<file path="config.mk">
export PLATFORM = sky130hd
export DESIGN_NAME = stream_src_rv
export DESIGN_NICKNAME = d
export VERILOG_FILES = /design/src/rtl/stream_src_rv.sv
export SDC_FILE = /design/constraint.sdc
export NUM_CORES = 1
export LEC_CHECK = 0
export ABC_AREA = 1
export ABC_CLOCK_PERIOD_IN_PS = 2700
export CAP_MARGIN = 15
export CORE_ASPECT_RATIO = 0.6
export CORE_MARGIN = 5
export CORE_UTILIZATION = 35
export CTS_CLUSTER_DIAMETER = 40
export DETAILED_ROUTE_END_ITERATION = 8
export GPL_ROUTABILITY_DRIVEN = 0
export GPL_TIMING_DRIVEN = 0
export PLACE_DENSITY = 0.66
export SLEW_MARGIN = 30
export SYNTH_ARGS = -nofsm -noshare
export SYNTH_HDL_FRONTEND = slang
export SYNTH_SLANG_ARGS = --single-unit
</file>
<file path="constraint.sdc">
create_clock -name clk -period 2.7 [get_ports clk]
set_input_delay 0.54 -clock clk [delete_from_list [all_inputs] [get_ports clk]]
set_output_delay 0.54 -clock clk [all_outputs]
set_load 0.01 [all_outputs]
</file>
<file path="src/rtl/stream_src_rv.sv">
// Programmable arithmetic token source on a valid/ready channel.
// Emits base, base+stride, ... for count tokens, then pulses done.
module stream_src_rv #(
   parameter int DATA_WIDTH  = 32,
   parameter int COUNT_WIDTH = 16
) (
   input  logic                   clk,
   input  logic                   rst,
   input  logic                   enable,
   input  logic                   start,
   input  logic [DATA_WIDTH-1:0]  base,
   input  logic [DATA_WIDTH-1:0]  stride,
   input  logic [COUNT_WIDTH-1:0] count,
   output logic                   busy,
   output logic                   done,
   output logic [DATA_WIDTH-1:0]  dout,
   output logic                   dout_v,
   input  logic                   dout_r
);

   typedef enum logic [1:0] {
      IDLE = 2'd0,
      RUN  = 2'd1,
      DONE = 2'd2
   } state_t;

   state_t                 state;
   state_t                 state_nxt;
   logic [DATA_WIDTH-1:0]  val;
   logic [DATA_WIDTH-1:0]  step;
   logic [COUNT_WIDTH-1:0] remaining;
   logic                   xfer;
   logic                   last;

   assign xfer = enable && (state == RUN) && dout_r;
   assign last = (remaining == COUNT_WIDTH'(1));

   always_ff @(posedge clk) begin
      if (rst) begin
         state <= IDLE;
      end else if (enable) begin
         state <= state_nxt;
      end
   end

   always_comb begin
      state_nxt = state;
      unique case (state)
         IDLE: begin
            if (start) begin
               state_nxt = (count != '0) ? RUN : DONE;
            end
         end
         RUN: begin
            if (dout_r && last) begin
               state_nxt = DONE;
            end
         end
         DONE:    state_nxt = IDLE;
         default: state_nxt = IDLE;
      endcase
   end

   // Every output is a decode of the state register or a register itself.
   always_comb begin
      busy   = (state == RUN);
      done   = (state == DONE);
      dout_v = (state == RUN);
      dout   = val;
   end

   always_ff @(posedge clk) begin
      if (rst) begin
         val       <= '0;
         step      <= '0;
         remaining <= '0;
      end else if (enable) begin
         if (state == IDLE && start && count != '0) begin
            val       <= base;
            step      <= stride;
            remaining <= count;
         end else if (xfer) begin
            if (last) begin
               remaining <= '0;
            end else begin
               val       <= val + step;
               remaining <= remaining - COUNT_WIDTH'(1);
            end
         end
      end
   end

endmodule

</file>
==> flow_metrics.tcl, run 1 <==
set metrics [dict create \
    syn_inst 1049 \
    max_stage_delay_ps 540 \
    synth-compound-area-share_pct 13.9 \
    io_pins 120 \
    cts_tree "done" \
    crit_start "count[2]" \
    netlist.area_leader.share_pct 26.3 \
    power_w 0.00388 \
    firstDrtPassIters 5 \
    cts_made_buffers 9 \
    grt_max_degree 15 \
    io_buffers 118 \
    hpwl_mm 17.3 \
    min_from "step[0]$_SDFFE_PP0P_" \
    start_util_pct 36.1 \
    maxCapViolCount 0 \
    synth_top_family_by_area "simple AND/OR/NAND/NOR gates" \
    hold_viol_final 0 \
    drc 0 \
    insertion_delay_ps 350 \
    h-tree-depth 3 \
    critPathKind "in2reg" \
    slew_viol_final 0 \
    ant_nets 0 \
    synth.avg_cell_area_um2 5.96 \
    rows 37 \
    critPathMaxFanout 10 \
    preCtsSetupSlack_ps -147 \
    hold_buffers 0 \
    worstMarginPinSlew_ps 862 \
    wirelength_mm 21.6 \
    antenna_cells 0 \
    layout_commonest_cell "nand2_1" \
    synth_area_leaders "dfxtp_1 (26%), nand2_1 (22%), inv_1 (9.5%)" \
    yosysTopAreaCell "dfxtp_1" \
    routed.top_layer "met4" \
    crit_slowest_cell "clkbuf_1" \
    ys_ff_latch 82 \
    area_growth_pct 29.2 \
    rr_startpoint "dout[0]$_SDFFE_PP0P_" \
    r2r_setup_slack_ps 350 \
    grt_antenna_before_repair 0 \
    crit_chain "clkdlybuf4s50_1, nor2_1, nand4_1, nor2_1, nand2_1, nand2_2, clkbuf_1, nand3_1, nand2_1, a21oi_2" \
    arrival_ps 2700 \
    synthMuxAreaShare_pct 0 \
    grt_first_pass_wirelength_mm 33.8 \
    skew_ps 10.4 \
    wl_met3_mm 2.13 \
    synth-xor-area-share_pct 3.36 \
    synthArstFlopShare_pct 0 \
    cts_setup_buffers 0 \
    vdd_drop_max_mv 0.349 \
    r2r_end "dout[20]$_SDFFE_PP0P_" \
    die_w_um 183 \
    fin_ws_ps 196 \
    drive_gt1_share_pct 5.83 \
    ys_types 39 \
    clockBufferDepth 2 \
    cts.repair.resized 0 \
    min_to "step[0]$_SDFFE_PP0P_" \
    wl_per_cell_um 15.2 \
    rsz0062_at_grt "false" \
    synthSimpleGateAreaFrac_pct 36.8 \
    synthFlopType "dfxtp_1" \
    clkSlewWorstSetupHoldPaths_ps 60 \
    crit_path_start_kind "input port" \
    reg2regPathDepth 12 \
    syn-cell-area_mm2 0.00625 \
    dr_wl_met2_mm 7.55 \
    synth_edf_count 0 \
    relSlewSlack_pct 42.6 \
    vias 6902 \
    grt_use_total_pct 20.5 \
    hold_depth 2 \
    layout_common_cells "nand2_1 (367), inv_1 (159), clkdlybuf4s50_1 (118), nor2_1 (82), dfxtp_1 (82)" \
    die_h_um 114 \
    vias_per_cell 4.87 \
    yosysSeqAreaShare_pct 26.3 \
    tns_ps 0 \
    wl_met1_mm 11.7 \
    drtIter0Drc 628 \
    period_share_pct 92.7 \
    endpoint_kind "register" \
    grt_pass1_vias 6179 \
    p_leak_nw 4.02 \
    coreArea_mm2 0.0173 \
    hold_path_class "reg2reg" \
    dieArea_mm2 0.0207 \
    cts.sinks 82 \
    synth_fp_nets 1168 \
    status "finished, final reports clean" \
    max_freq_mhz 399 \
    holdWs_ps 474 \
    required_ps 2890 \
    p_per_area_mw_per_mm2 480 \
    nNetsFinal 1297 \
    synth_adder_area_share_pct 6.92 \
    finalSetupViolCount 0 \
    grt-ovfl-total 0 \
    period_needed_ps 2500 \
    ys_warn_count 0 \
    root_buffer "clkbuf_16" \
]
## per-stage QoR
stage | utilization [%] | instance area [µm²] | std cells
after floorplan | - | 6250 | 1049
after global placement | 44.6 | 7730 | 1401
after detailed placement | 44.6 | 7730 | 1401
after CTS | 46.7 | 8080 | 1417
after global routing | 46.7 | 8080 | 1417
final | 46.7 | 8080 | 1417
## power breakdown
part / internal (W) / total, W / switching [W]
Sequential: 0.00130 / 0.00138 / 0.0000871
Clock: 0.000932 / 0.00148 / 0.000546
Combinational: 0.000450 / 0.00102 / 0.000567
Total: 0.00268 / 0.00388 / 0.00120
## state kept, by name (all words and copies together) (netlist names)
register   flops
step          32
remaining     16
state          2
dout          32
## worst max-delay path by stage
stage | slack (ps) | to
6_report | 200 | dout[24]$_SDFFE_PP0P_
3_5_place_dp | -150 | dout[24]$_SDFFE_PP0P_
2_1_floorplan | 690 | dout[8]$_SDFFE_PP0P_
3_3_place_gp | -140 | dout[24]$_SDFFE_PP0P_
5_1_grt | 80 | dout[24]$_SDFFE_PP0P_
4_1_cts | 210 | dout[24]$_SDFFE_PP0P_
## cells by family (layout without fill, tap and decap cells)
logic type,count (synthesis),after routing
AOI/OAI and AO/OA,156,156
buffers and inverters,194,328
DFF,82,82
adders and majority gates,34,34
xor gates and xnor gates,24,24
and+or+nand+nor,559,559
## layout make-up
cell class / instances / area (µm²)
sequential: 82 / 1640
tap: 234 / 293
clock buffer: 10 / 239
timing repair buffer: 118 / 1180
clock inverter: 6 / 114
multi-input combinational: 773 / 3820
fill: 1859 / 9240
inverter: 160 / 606
buffer: 34 / 188
## cell usage after synthesis, drive strengths merged (2+ instances only)
| library cell | number |
|---|---|
| a21oi | 84 |
| a22oi | 2 |
| a31oi | 7 |
| and2 | 3 |
| buf | 19 |
| clkbuf | 15 |
| dfxtp | 82 |
| ha | 33 |
| inv | 159 |
| nand2 | 380 |
| nand3 | 72 |
| nand4 | 4 |
| nor2 | 84 |
| nor3 | 3 |
| o211ai | 6 |
| o21ai | 47 |
| o21bai | 8 |
| or2 | 11 |
| xnor2 | 4 |
| xor2 | 20 |
## worst max-delay path: cells and delay by family
family	cells	cell delay, ps
and+or+nand+nor	7	1120
buffers and inverters	2	990
AOI/OAI and AO/OA	1	50
## metal layers
layer,up-vias,GRT usage (%)
met5,-,0
met2,310,25.5
met4,0,2.90
li1,3534,-
met3,17,4.68
met1,3041,34.8
Note: power is estimated with default switching activity, not from simulation.
==> inputs of run 2 (changes only) <==
--- a/config.mk
+++ b/config.mk
@@ -16,6 +16,7 @@
 export GPL_ROUTABILITY_DRIVEN = 0
 export GPL_TIMING_DRIVEN = 0
 export PLACE_DENSITY = 0.66
+export SKIP_LAST_GASP = 1
 export SLEW_MARGIN = 30
 export SYNTH_ARGS = -nofsm -noshare
 export SYNTH_HDL_FRONTEND = slang
==> results of run 2 <==
Final layout, timing and power as in run 1 (identical DEF).
